### src/rtl/lcd_pixel_sink.sv
// lcd_pixel_sink: palette-maps PPU pixels, tracks screen x/y and streams them to the framebuffer through a FIFO
module lcd_pixel_sink #(
    parameter int H_PIXELS   = 160,
    parameter int V_LINES    = 144,
    parameter int FIFO_DEPTH = 16,
    parameter int FB_ADDR_W  = 15
) (
    input  logic                 clk,
    input  logic                 rst,
    input  logic [1:0]           PX_IN,
    input  logic                 PX_valid,
    input  logic [1:0]           PPU_MODE,
    input  logic                 LCD_EN,
    input  logic [7:0]           BGP,
    output logic                 FB_WR,
    output logic [FB_ADDR_W-1:0] FB_ADDR,
    output logic [1:0]           FB_DATA,
    input  logic                 FB_READY,
    output logic                 FRAME_DONE,
    output logic                 OVERFLOW,
    output logic                 LINE_ERR,
    input  logic                 ERR_CLR
);
    localparam int XW = $clog2(H_PIXELS + 1);
    localparam int YW = $clog2(V_LINES + 1);
    localparam int PW = $clog2(FIFO_DEPTH);
    localparam int CW = PW + 1;
    localparam int EW = FB_ADDR_W + 2;
    localparam logic [XW-1:0] H_MAX = XW'(H_PIXELS);
    localparam logic [YW-1:0] V_MAX = YW'(V_LINES);
    localparam logic [FB_ADDR_W-1:0] LINE_STEP = FB_ADDR_W'(H_PIXELS);
    localparam logic [CW-1:0] DEPTH = CW'(FIFO_DEPTH);
    localparam logic [1:0] S_IDLE = 2'd0, S_ACTIVE = 2'd1, S_DRAIN = 2'd2;
    localparam logic [1:0] M_HBLANK = 2'd0, M_VBLANK = 2'd1, M_DRAW = 2'd3;

    logic [1:0]           state_q, state_d;
    logic [1:0]           mode_q;
    logic [XW-1:0]        x_q, x_d, x_adv;
    logic [YW-1:0]        y_q, y_d;
    logic [FB_ADDR_W-1:0] base_q, base_d;
    logic [PW-1:0]        wr_q, wr_d, rd_q, rd_d;
    logic [CW-1:0]        cnt_q, cnt_d;
    logic [EW-1:0]        mem [FIFO_DEPTH];
    logic [EW-1:0]        out_q, out_d, entry, head;
    logic                 out_valid_q, out_valid_d;
    logic                 frame_done_q, ovf_q, ovf_d, lerr_q, lerr_d;
    logic                 line_end, frame_end, want, in_range, attempt, pos_clr, y_step;
    logic                 out_free, fifo_empty, fifo_full, pop, push, bypass, fifo_wr;
    logic                 drop_full, line_err_ev, drain_done;
    logic [1:0]           shade;

    assign FB_WR      = out_valid_q;
    assign FB_ADDR    = out_q[EW-1:2];
    assign FB_DATA    = out_q[1:0];
    assign FRAME_DONE = frame_done_q;
    assign OVERFLOW   = ovf_q;
    assign LINE_ERR   = lerr_q;

    // Push/pop arbitration, position tracking and control next-state
    always_comb begin
        line_end    = mode_q == M_DRAW && PPU_MODE == M_HBLANK;
        frame_end   = PPU_MODE == M_VBLANK && mode_q != M_VBLANK;
        want        = PX_valid && LCD_EN;
        in_range    = x_q < H_MAX && y_q < V_MAX;
        attempt     = want && in_range;
        shade       = BGP[{PX_IN, 1'b0} +: 2];
        entry       = {base_q + FB_ADDR_W'(x_q), shade};
        head        = mem[rd_q];
        out_free    = !out_valid_q || FB_READY;
        fifo_empty  = cnt_q == '0;
        fifo_full   = cnt_q == DEPTH;
        pop         = out_free && !fifo_empty;
        push        = attempt && (!fifo_full || pop);
        bypass      = push && out_free && fifo_empty;
        fifo_wr     = push && !bypass;
        drop_full   = attempt && !push;
        x_adv       = attempt ? x_q + XW'(1) : x_q;
        line_err_ev = (want && !in_range) || (line_end && LCD_EN && x_adv != H_MAX);
        pos_clr     = !LCD_EN || frame_end;
        y_step      = line_end && y_q < V_MAX;
        x_d         = (pos_clr || line_end) ? '0 : x_adv;
        y_d         = pos_clr ? '0 : y_step ? y_q + YW'(1) : y_q;
        base_d      = pos_clr ? '0 : y_step ? base_q + LINE_STEP : base_q;
        wr_d        = fifo_wr ? wr_q + PW'(1) : wr_q;
        rd_d        = pop ? rd_q + PW'(1) : rd_q;
        cnt_d       = (fifo_wr && !pop) ? cnt_q + CW'(1) : (!fifo_wr && pop) ? cnt_q - CW'(1) : cnt_q;
        out_valid_d = pop || bypass || (out_valid_q && !FB_READY);
        out_d       = pop ? head : bypass ? entry : out_q;
        drain_done  = state_q == S_DRAIN && LCD_EN && fifo_empty && !out_valid_q;
        state_d     = !LCD_EN ? S_IDLE :
                      state_q == S_IDLE ? S_ACTIVE :
                      (state_q == S_ACTIVE && frame_end) ? S_DRAIN :
                      drain_done ? S_ACTIVE : state_q;
        ovf_d       = drop_full || (ovf_q && !ERR_CLR);
        lerr_d      = line_err_ev || (lerr_q && !ERR_CLR);
    end

    // Control, position, FIFO pointer and output register state
    always_ff @(posedge clk or negedge rst) begin
        if (!rst) begin
            state_q      <= S_IDLE;
            mode_q       <= M_HBLANK;
            x_q          <= '0;
            y_q          <= '0;
            base_q       <= '0;
            wr_q         <= '0;
            rd_q         <= '0;
            cnt_q        <= '0;
            out_q        <= '0;
            out_valid_q  <= 1'b0;
            frame_done_q <= 1'b0;
            ovf_q        <= 1'b0;
            lerr_q       <= 1'b0;
        end else begin
            state_q      <= state_d;
            mode_q       <= PPU_MODE;
            x_q          <= x_d;
            y_q          <= y_d;
            base_q       <= base_d;
            wr_q         <= wr_d;
            rd_q         <= rd_d;
            cnt_q        <= cnt_d;
            out_q        <= out_d;
            out_valid_q  <= out_valid_d;
            frame_done_q <= drain_done;
            ovf_q        <= ovf_d;
            lerr_q       <= lerr_d;
        end
    end

    // Pixel FIFO storage; contents are qualified by the pointers so no reset is needed
    always_ff @(posedge clk) begin
        if (fifo_wr) mem[wr_q] <= entry;
    end
endmodule

### config.mk
export PLATFORM = sky130hd
export DESIGN_NAME = lcd_pixel_sink
export DESIGN_NICKNAME = d
export VERILOG_FILES = /design/src/rtl/lcd_pixel_sink.sv
export SDC_FILE = /design/constraint.sdc
export NUM_CORES = 1
export LEC_CHECK = 0
export ABC_AREA = 1
export CORE_UTILIZATION = 35
export CTS_CLUSTER_DIAMETER = 80
export DETAILED_ROUTE_END_ITERATION = 10
export PLACE_DENSITY = 0.48
export SKIP_CTS_REPAIR_TIMING = 1
export SLEW_MARGIN = 25
export SYNTH_ARGS = -nofsm -noshare
export SYNTH_HDL_FRONTEND = slang
export SYNTH_SLANG_ARGS = --single-unit
### constraint.sdc
create_clock -name clk -period 6.72 [get_ports clk]
set_input_delay 1.344 -clock clk [delete_from_list [all_inputs] [get_ports clk]]
set_output_delay 1.344 -clock clk [all_outputs]
set_load 0.03 [all_outputs]
-- Yosys cells after proc, flatten, opt, wreduce, memory -nomap -nowiden
Memories as Yosys holds them, arrays and structs flattened.
Index checks and enable logic that the tools add are counted.
- bits in registers: 69
- bits in latches: 0
- RAM bits: 272
- bits in read-only memories: 0
- input port bits: 18
- output and inout port bits: 21
- logic and storage cells: 99
- memories: 1
- $add $sub $neg: 8
- $mul: 0
- div/mod/pow operators: 0
- magnitude comparators: 2
- equal/unequal tests: 8
- shift-type cells: 1
- muxes and demuxes: 16
- bitwise logic cells: 0
- reductions and logical operators: 50
- memories (name ; words ; bits a word ; read ports ; clocked after Yosys merged registers in ; write ports ; line ; text):
    mem ; 16 ; 17 ; 1 ; 0 ; 1 ; 43 ; logic [EW-1:0] mem [FIFO_DEPTH];
- operators by type and width (kind ; count):
    $mux 17 ; 2
    $mux 8 ; 4
    $mux 15 ; 2
    $logic_and 1x1->1 ; 24
    $add 8x1->8 const B ; 2
    $lt 8x8->1 const B ; 2
    $add 15x8->15 ; 1
    $add 15x8->15 const B ; 1
    $logic_not 1->1 ; 11
    $mux 5 ; 2
    $logic_or 1x1->1 ; 9
    $add 4x1->4 const B ; 2
    $mux 2 ; 4
    $ne 8x8->1 const B ; 1
    $shiftx 8x4->2 ; 1
    $reduce_bool 2->1 ; 3
    $add 5x1->5 const B ; 1
    $eq 5x5->1 const B ; 1
    $logic_not 5->1 ; 1
    $sub 5x1->5 const B ; 1
    $eq 2x1->1 const B ; 2
    $eq 2x2->1 const B ; 2
    $logic_not 2->1 ; 2
    $ne 4x1->1 const B ; 1
    other kinds (2) ; 3

-- Logic depth before layout (Yosys ltp)
Gate-level depths: netlist of the first run.
- depth in word-level cells: 13
- depth in mapped cells: 16
- mapped depth without buffers: 16

-- Least setup slack after synthesis of the first run
OpenSTA, ideal clock, no wires.
- kind: in2reg
- start: in LCD_EN
- end: mem mem[15][0] in the netlist's numbering (enable)
- data arrival time: 3.287 ns
- data required time: 6.307 ns
- slack: 3.020 ns
- cell stages on the path: 8
- path buffers: 0
- path through: nand2_1 > inv_1 > nand3_4 > inv_1 > nand2_1 > nor2_1 > nand2_1 > nor3_1
- cells in the longest elaborated chain, start to end: 9
- ends and longest elaborated chain (what ; line ; text):
    start, declared ; 13 ; input logic LCD_EN,
    $logic_and 1x1->1 (*) ; 63 ; want = PX_valid && LCD_EN;
    $logic_and 1x1->1 (*) ; 65 ; attempt = want && in_range;
    $logic_and 1x1->1 (*) ; 73 ; push = attempt && (!fifo_full || pop);
    $logic_and 1x1->1 (2 in series) ; 74 ; bypass = push && out_free && fifo_empty;
    $logic_not 1->1 ; 75 ; fifo_wr = push && !bypass;
    $logic_and 1x1->1 (*) ; 75 ;
    $mux 1 (*) ; 133 ; if (fifo_wr) mem[wr_q] <= entry;
    $mux 1 (implied by the code) (*) ; 133 ;
    end, declared ; 43 ;
Mark *: on every way between the ends. The rest lies on a longest branch, timed or not.

-- Final worst setup path of the first run
- start: in LCD_EN
- end: reg cnt_q[4]
- cells in the longest elaborated chain, start to end: 10
- elaborated cells on any way between the ends: 12
- ends and longest elaborated chain (what ; line ; text):
    $logic_and 1x1->1 (*) ; 63 ;
    $logic_and 1x1->1 (*) ; 65 ;
    $logic_and 1x1->1 (*) ; 73 ;
    $logic_and 1x1->1 (2 in series) ; 74 ;
    $logic_not 1->1 ; 75 ;
    $logic_and 1x1->1 (*) ; 75 ;
    named net fifo_wr ; 48 ; logic out_free, fifo_empty, fifo_full, pop, push, bypass, fifo_wr;
    $logic_not 1->1 ; 86 ; cnt_d = (fifo_wr && !pop) ? cnt_q + CW'(1) : (!fifo_wr && pop) ? cnt_q - CW'(1) : cnt_q;
    $logic_and 1x1->1 ; 86 ;
    $reduce_bool 2->1 (no source line) ; -- ;
    end signal, assigned ; 122 ; cnt_q <= cnt_d;
    end, declared ; 42 ; logic [CW-1:0] cnt_q, cnt_d;
The timed path passes the listed nets; every way through them passes the cells marked *.
A chain may end at the register's enable or synchronous reset.

==> results of run 1 <==
[through the flow]
step | hold WS (ps) | utilization (%) | worst slack, ps | power [W] | instances
after CTS | 468 | 41.3 | 2940 | 0.00693 | 1876
after global routing | 473 | 41.4 | 2650 | 0.00724 | 1876
after floorplan | 442 | - | 3020 | 0.00396 | 1294
after global placement | 462 | 38.1 | 2420 | 0.00481 | 1806
after detailed placement | 459 | 38.1 | 2410 | 0.00479 | 1806
final | 464 | 41.4 | 2930 | 0.00687 | 1876
[power by group through the flow]
stage | clock [W] | combinational [W] | sequential [W]
floorplan | 0 | 0.00130 | 0.00265
CTS | 0.00216 | 0.00208 | 0.00269
global placement | 0 | 0.00208 | 0.00273
finish | 0.00211 | 0.00208 | 0.00269
detailed placement | 0 | 0.00207 | 0.00272
global route | 0.00223 | 0.00229 | 0.00271
[final cells by class]
| cell class | instances | area, µm² | area share (%) |
|---|---|---|---|
| flip-flops and latches | 336 | 9780 | 58.9 |
| multi-input cells | 814 | 4100 | 24.7 |
| well taps | 525 | 657 | 3.96 |
| clock inverters | 17 | 165 | 0.995 |
| repair buffers | 51 | 475 | 2.87 |
| inverters | 80 | 303 | 1.82 |
| clock buffers | 53 | 1120 | 6.76 |
[metal layers]
metal | track usage (%) | up-vias
met1 | 29.3 | 4792
met3 | 3.95 | 70
met2 | 28.1 | 262
met4 | 7.62 | 0
li1 | - | 4568
met5 | 0 | -
[cells in the final DEF, fill, tap and decap left out, types with 4 or more instances in the layout]
master           count
nand4_1              8
o21ai_0            177
nor2_1             222
buf_4               14
o22ai_1             18
ha_1                15
nand2_1            159
clkbuf_16           41
inv_1               76
clkinv_2            10
clkbuf_8             5
dfrtp_1             62
nor2_2              14
o211ai_1            35
nor2_4               6
o21ai_1             12
xor2_1               8
nor3_1               8
edfxtp_1           272
a21oi_1             32
nand3_1             68
clkdlybuf4s50_1     37
clkbuf_1             7
xor2_2               4
[state kept, by name (all words and copies together) (netlist names)]
signal,cells
x_q,8
mem,272
y_q,8
LINE_ERR,1
out_q,17
rd_q,4
wr_q,4
FB_WR,1
FRAME_DONE,1
base_q,10
OVERFLOW,1
cnt_q,5
mode_q,2
state_q,2
[how the worst max path moves through the flow]
stage / end / depth (start not counted) / from
after floorplan: mem[15][0]$_DFFE_PP_ / 8 / LCD_EN
after detailed placement: cnt_q[4]$_DFFE_PN0P_ / 16 / LCD_EN
final: cnt_q[4]$_DFFE_PN0P_ / 16 / LCD_EN
after global placement: cnt_q[4]$_DFFE_PN0P_ / 16 / LCD_EN
after CTS: cnt_q[4]$_DFFE_PN0P_ / 16 / LCD_EN
after global routing: cnt_q[4]$_DFFE_PN0P_ / 16 / LCD_EN
[critical path, delay by kind of cell]
family	cells	cell delay, ps
buf+inv	4	960
simple gates	7	780
fa+ha+maj	2	640
compound gates	2	350
xor+xnor	1	140
[logic make-up after synthesis]
group	after synthesis	share of synthesized area (%)
AOI/OAI and AO/OA	287	11.1
xor gates and xnor gates	13	0.793
adders and majority gates	16	1.45
buffers and inverters	144	4.26
DFF	336	68.1
and+or+nand+nor	498	14.4
==> metrics, run 1 <==
CP endpoint kind=register; Comb power frac=30.3%; drt first pass iters=5; fmax=0.264 GHz; LEAKAGE=5.99 nW; Hold Fails Final Rpt=0; FF-to-FF End=out_q[6]$_DFFE_PN0P_; CP arrival=4200 ps; max_slew headroom=26.9%; filler cell count=3754; Post-synth EDFFs=272; Post-Synthesis Cells=1294; Post-synth top cells=edfxtp_1 (272), nor2_1 (239), o21ai_0 (177); Netlist cell types=42; final WL=40300 µm; status=completed; initial core utilization=35.8%; min-delay src=cnt_q[4]$_DFFE_PN0P_; Hold Path Class=register to register; FF+latch count, synth=336; RSZ-0062 raised after global routing=false; # H-tree levels=2; Area contributors post-synth=edfxtp_1 (57%), dfrtp_1 (11%), nor2_1 (6.3%), o21ai_0 (6.2%), nand2_1 (4.2%); Sw Share=37.1%; antenna viol nets, final=0; Peak VDD IR=0.225 mV; DP Area=15300 µm²; clock share of power=30.6%; Reg2Reg Depth=8; die width=204 µm; final clock skew=8.69 ps; met3 wire len=2450 µm; Crit path largest cell delay=550 ps; CTS tree=built; wire length on met2=17100 µm; post-route DRC violation count=0; transition time of the tightest slew-check pin=1100 ps; ANT cells=0; worst skew pair latency=520 ps; first-pass GRT wire length=60800 µm; DRT met1 WL=19400 µm; Core ar.=40100 µm²; Top Metal Used=met4; asr flop ratio synth=19.0%; area fraction of the dominant cell type after synthesis=56.9%; detailed-route via count=9692; Pwr per Cell Area=414 nW/µm²; HPWL after DPL=24900 µm; initial antenna violation count=0; WHS Path Cells=1; area delta synth->final=15.6%; Post-Syn Nets=1328; largest net degree at the start of global routing=86; Avg Inst Size Synth=11.1 µm²; vias in the first global route=9437; Site Rows=73; most used cell along the critical path=nand2_1; Die Footprint=41800 µm²; Max FO, Critical Path=7; Seq pwr share=39.1%; reg-to-reg critical path startpoint=rd_q[0]$_DFFE_PN0N_; count leader, synth=edfxtp_1; Nets=1355; Synth warnings=0; Cell Chain, Critical Path=clkdlybuf4s50_1, nand2_1, inv_1, nand3_4, inv_1, nand2_1, nor2_4, ha_1, inv_1, fa_1, a21o_1, a21oi_1, nand2_1, nand2_1, nor2_1, xor2_1; Slew Viols, Final=0; # setup viols final=0; Placer Congestion=0.832; Seq/Total Area, Yosys=68.1%; Most used DFF post-synth=edfxtp_1; Longest Clk Path Bufs=3; Hold Path End=cnt_q[4]$_DFFE_PN0P_; critical path startpoint category=input port; WL/cell=21.5 µm; share of post-route cells with drive strength above 1=8.96%; Synth area leader=edfxtp_1; switching power=0.00255 W; CTS clock-pin slew for the worst setup and hold paths=60 ps; I/O Buffers=38; Sum Neg Setup Slack=0 ps; period utilization=56.4%; Overall Global Routing Usage=19.7%; routed vias/inst=5.17; Die Y=204 µm; Num CTS Buffers=38; CTS Sinks=336; worst reg-to-reg setup slack=3180 ps; final instance area=16600 µm²; number of max-cap violations=0; Internal Power=0.00432 W; clk root buf=clkbuf_16; WS Path Type=input port to register; slowest stage cell, crit path=clkdlybuf4s50_1; critical path required time=7130 ps; io pins=39; total congestion overflow=0; final worst path period need=3790 ps; post-synthesis cell area=14400 µm²; DR iter-0 viols=724
Note: power is estimated with default switching activity, not from simulation.
==> run 2, diff against run 1 <==
Settings changed: PLACE_DENSITY 0.48 to 0.5.
Clock period 6.72 ns to 3.2 ns, I/O delays scaled along.
==> run 2 against run 1 <==
Via count down 1.1%. Non-clock buffer count up 42. Count of clock-buffer cells in the layout down 1. Combinational power up 110%. Flip-flop and latch count unchanged. Register-to-register slack worse by 2600 ps. Sequential share of layout area down 1.0 points. Utilization up 0.72 points. First-iteration DRC count down 15%. Critical path type is now register to register. Critical endpoint unchanged.
==> metrics, run 2 (synthesized netlist as in run 1, its figures left out) <==
status=completed; Overall Global Routing Usage=17.1%; area delta synth->final=17.7%; DR iter-0 viols=618; slowest stage cell, crit path=dfrtp_1; Site Rows=73; final worst path period need=2670 ps; critical path startpoint category=register; Num CTS Buffers=38; antenna viol nets, final=0; largest reg by FF count=mem; DP Area=15600 µm²; initial core utilization=35.8%; WL/cell=18.2 µm; Placer Congestion=0.778; LEAKAGE=6.20 nW; max_slew headroom=39.4%; fmax=0.375 GHz; most used cell along the critical path=nor2_1; drt first pass iters=4; Worst Slack Setup Final=532 ps; most common cell after layout, fill and taps aside=edfxtp_1; Sum Neg Setup Slack=0 ps; final clock skew=27.5 ps; Nets=1397; ANT cells=0; Core ar.=40100 µm²; initial antenna violation count=0; HPWL after DPL=21300 µm; vias in the first global route=9633; first-pass GRT wire length=55200 µm; post-place setup slack=78.7 ps; # H-tree levels=2; CTS tree=built; CP endpoint kind=register; transition time of the tightest slew-check pin=909 ps; Cell Chain, Critical Path=nor2_1, nand2_2, nand2_4, nand3_4, buf_4, nor2_4, nor2_4, ha_1, inv_1, ha_1, a21o_1, a21oi_1, nor2_1, nor2_1, xor2_1; Slew Viols, Final=0; detailed-route via count=9590; total congestion overflow=0; number of max-cap violations=0; biggest regs=mem: 272 flops, out_q: 17 flops, base_q: 10 flops; Die Footprint=41800 µm²; post-route DRC violation count=0; Hold Fails Final Rpt=0; period utilization=83.4%; I/O Buffers=38; max reg flops=272; Hold Path Class=input port to asynchronous set/reset pin; filler cell count=3765; final instance area=16900 µm²; most frequent cells in the layout=edfxtp_1 (272), nor2_1 (223), o21ai_0 (177); CTS Sinks=336; post-layout util=42.1%; clk root buf=clkbuf_16; Longest Clk Path Bufs=3; CP arrival=3100 ps; total design power=0.0142 W; CTS clock-pin slew for the worst setup and hold paths=60 ps; Die Y=204 µm; Peak VDD IR=0.408 mV; Crit path largest cell delay=430 ps; die width=204 µm; # setup viols final=0; RSZ-0062 raised after global routing=false; routed vias/inst=5.01; final WL=34900 µm; WS Path Type=register to register; worst skew pair latency=540 ps; Max FO, Critical Path=7; largest net degree at the start of global routing=122; critical path required time=3640 ps; io pins=39; share of post-route cells with drive strength above 1=10.6%; Pwr per Cell Area=842 nW/µm²
run 2: cell count changes in the layout (fill, tap and decap cells not counted), sizes merged:
cell    change
clkbuf      -1
buf        +42
clkinv      -4
bufinv      +2
run 2: cell type report:
type | count | area (µm²) | area share (%)
well taps | 525 | 657 | 3.89
inverters | 80 | 303 | 1.79
flip-flops and latches | 336 | 9780 | 57.9
multi-input cells | 814 | 4010 | 23.8
clock inverters | 15 | 203 | 1.20
repair buffers | 93 | 866 | 5.13
clock buffers | 52 | 1060 | 6.31
run 2: per-layer routing:
metal  up-vias  global-route usage, %  routed length (µm)
li1       4657                      -                   -
met1      4724                   24.1               16600
met2       168                   27.7               16400
met3        41                   2.57                1240
met4         0                   4.56                 629
met5         -                      0                   0
run 2: path summary, 6_finish.rpt:
check	slack, ps	from	endpoint	cells after the start
min reg2reg	480	out_q[0]$_DFFE_PN0P_	out_q[0]$_DFFE_PN0P_	2
max	530	y_q[4]$_DFFE_PN0P_	cnt_q[4]$_DFFE_PN0P_	15
min	240	rst	base_q[11]$_DFFE_PN0P_	1
max in group asynchronous	2240	rst	rd_q[0]$_DFFE_PN0N_	1
max reg2reg	530	y_q[4]$_DFFE_PN0P_	cnt_q[4]$_DFFE_PN0P_	15
min in group clk	480	out_q[0]$_DFFE_PN0P_	out_q[0]$_DFFE_PN0P_	2
run 2: stage by stage:
step	hold slack, ps	std cells
finish	241	1915
global route	320	1915
detailed placement	462	1848
CTS	262	1915
floorplan	344	1294
global placement	465	1848
run 2: where the power goes:
group | internal [W] | total [W] | switching (W)
logic | 0.00140 | 0.00444 | 0.00304
registers | 0.00511 | 0.00533 | 0.000222
clock network | 0.00273 | 0.00445 | 0.00172
total | 0.00924 | 0.0142 | 0.00498
run 2: critical path: cells and delay by family (launching register included):
kind	cells	cell delay, ps
compound gates	2	340
xor+xnor	1	160
fa+ha+maj	2	500
buf+inv	2	290
flops	1	430
simple gates	8	840
==> run 3, diff against run 2 <==
Settings changed: PLACE_DENSITY 0.5 to 0.48.
Clock period 3.2 ns to 2.72 ns, I/O delays scaled along.
==> run 3 against run 2 <==
Flip-flop and latch count unchanged. Register-to-register slack got worse by 340 ps. Clock skew is 15 ps lower. Combinational power is 27% higher. Cell count grew 2.6%. Critical path depth is 1 higher. Sequential power up 18%. Clock power rose by 11%. Largest cell class unchanged. Highest routed layer unchanged.
==> metrics, run 3 (synthesized netlist as in run 1, its figures left out) <==
critical path startpoint category=register; CTS clock-pin slew for the worst setup and hold paths=60 ps; Site Rows=73; largest net degree at the start of global routing=122; die width=204 µm; # setup viols final=0; I/O Buffers=38; Nets=1445; Num CTS Buffers=39; total congestion overflow=0; Critical Path Start=y_q[4]$_DFFE_PN0P_; max_slew headroom=52.8%; vias in the first global route=9813; share of post-route cells with drive strength above 1=13.4%; CP endpoint kind=register; max reg flops=272; routed vias/inst=4.98; io pins=39; Hold Path Class=input port to asynchronous set/reset pin; filler cell count=3778; final clock skew=12.8 ps; clk root buf=clkbuf_16; post-route DRC violation count=0; Pwr per Cell Area=975 nW/µm²; Placer Congestion=0.828; CTS Sinks=336; CP arrival=2940 ps; WL/cell=19.4 µm; drt first pass iters=4; Overall Global Routing Usage=18.8%; Sum Neg Setup Slack=0 ps; Max FO, Critical Path=4; initial core utilization=35.8%; period utilization=93.0%; Die Footprint=41800 µm²; worst skew pair latency=530 ps; LEAKAGE=6.44 nW; Hold Fails Final Rpt=0; status=completed; biggest regs=mem: 272 flops, out_q: 17 flops, base_q: 10 flops; final WL=38100 µm; critical path required time=3130 ps; largest reg by FF count=mem; Die Y=204 µm; transition time of the tightest slew-check pin=708 ps; WS Path Type=register to register; DR iter-0 viols=762; Hold WS=450 ps; most common cell after layout, fill and taps aside=edfxtp_1; Core ar.=40100 µm²; final worst path period need=2530 ps; Peak VDD IR=0.734 mV; reg-to-reg critical path startpoint=y_q[4]$_DFFE_PN0P_; first-pass GRT wire length=59200 µm; total design power=0.0169 W; area delta synth->final=20.6%; detailed-route via count=9786; Reg2Reg Depth=16; Slew Viols, Final=0; fmax=0.395 GHz; # H-tree levels=2; number of max-cap violations=0; Longest Clk Path Bufs=3; HPWL after DPL=24200 µm; antenna viol nets, final=0; ANT cells=0; CTS tree=built; initial antenna violation count=1; most frequent cells in the layout=edfxtp_1 (272), nor2_1 (221), o21ai_0 (177)
-- run 3: cell count changes in the layout (fill, tap and decap cells not counted), sizes merged --
| cell | change |
|---|---|
| clkbuf | -5 |
| clkinv | +10 |
| clkinvlp | +1 |
| inv | -1 |
| dlygate4sd3 | +1 |
| buf | +46 |
| bufinv | -3 |
-- run 3: per-layer routing --
layer	routed length [µm]	vias up	share of wire (%)	global-route usage, %
met3	1570	48	4.1	2.95
met2	18300	176	48	30.6
met5	0	-	0	0
met1	17500	4801	46	26.2
met4	736	0	1.9	4.88
li1	-	4761	-	-
-- run 3: layout make-up --
type | instances | area (µm²) | share of cell area (%)
inverter | 80 | 303 | 1.75
clock buffer | 47 | 1050 | 6.06
timing repair buffer | 140 | 1350 | 7.78
clock inverter | 22 | 148 | 0.853
multi-input combinational | 814 | 4030 | 23.3
sequential | 336 | 9780 | 56.5
tap | 525 | 657 | 3.80
-- run 3: worst max-delay path: stages (launching register included) --
cell and delay (ps):
dfrtp_1 380, nor2_2 120, nand2_2 100, nand2_4 120
nand3_4 70, inv_1 80, nand2_1 100, nor2_4 110
ha_1 180, inv_1 90, fa_1 400, a21o_1 180
a21oi_1 160, nand2_1 80, nand2_1 60, nor2_1 40
xor2_1 130
-- run 3: final timing paths --
path                                    endpoint  slack [ps]
max                         cnt_q[4]$_DFFE_PN0P_         190
min                           y_q[3]$_DFFE_PN0P_         450
max reg2reg                 cnt_q[4]$_DFFE_PN0P_         190
min reg2reg                out_q[10]$_DFFE_PN0P_         480
max in group asynchronous    rd_q[3]$_DFFE_PN0N_        1650
min in group clk           out_q[10]$_DFFE_PN0P_         480
-- run 3: per-stage QoR --
step	area [µm²]	setup slack [ps]	cells	util, %
after floorplan	14400	4.57	1294	-
after global placement	16100	-261	1891	40.1
after detailed placement	16100	-290	1891	40.1
after CTS	17300	155	1960	43.1
after global routing	17300	-7.42	1964	43.2
final	17300	189	1964	43.2
-- run 3: power by group --
part	switching (W)	total, W	leakage [nW]	internal (W)
clock	0.00201	0.00492	0.587	0.00292
combinational	0.00376	0.00566	2.49	0.00190
sequential	0.000268	0.00628	3.37	0.00601
total	0.00603	0.0169	6.44	0.0108
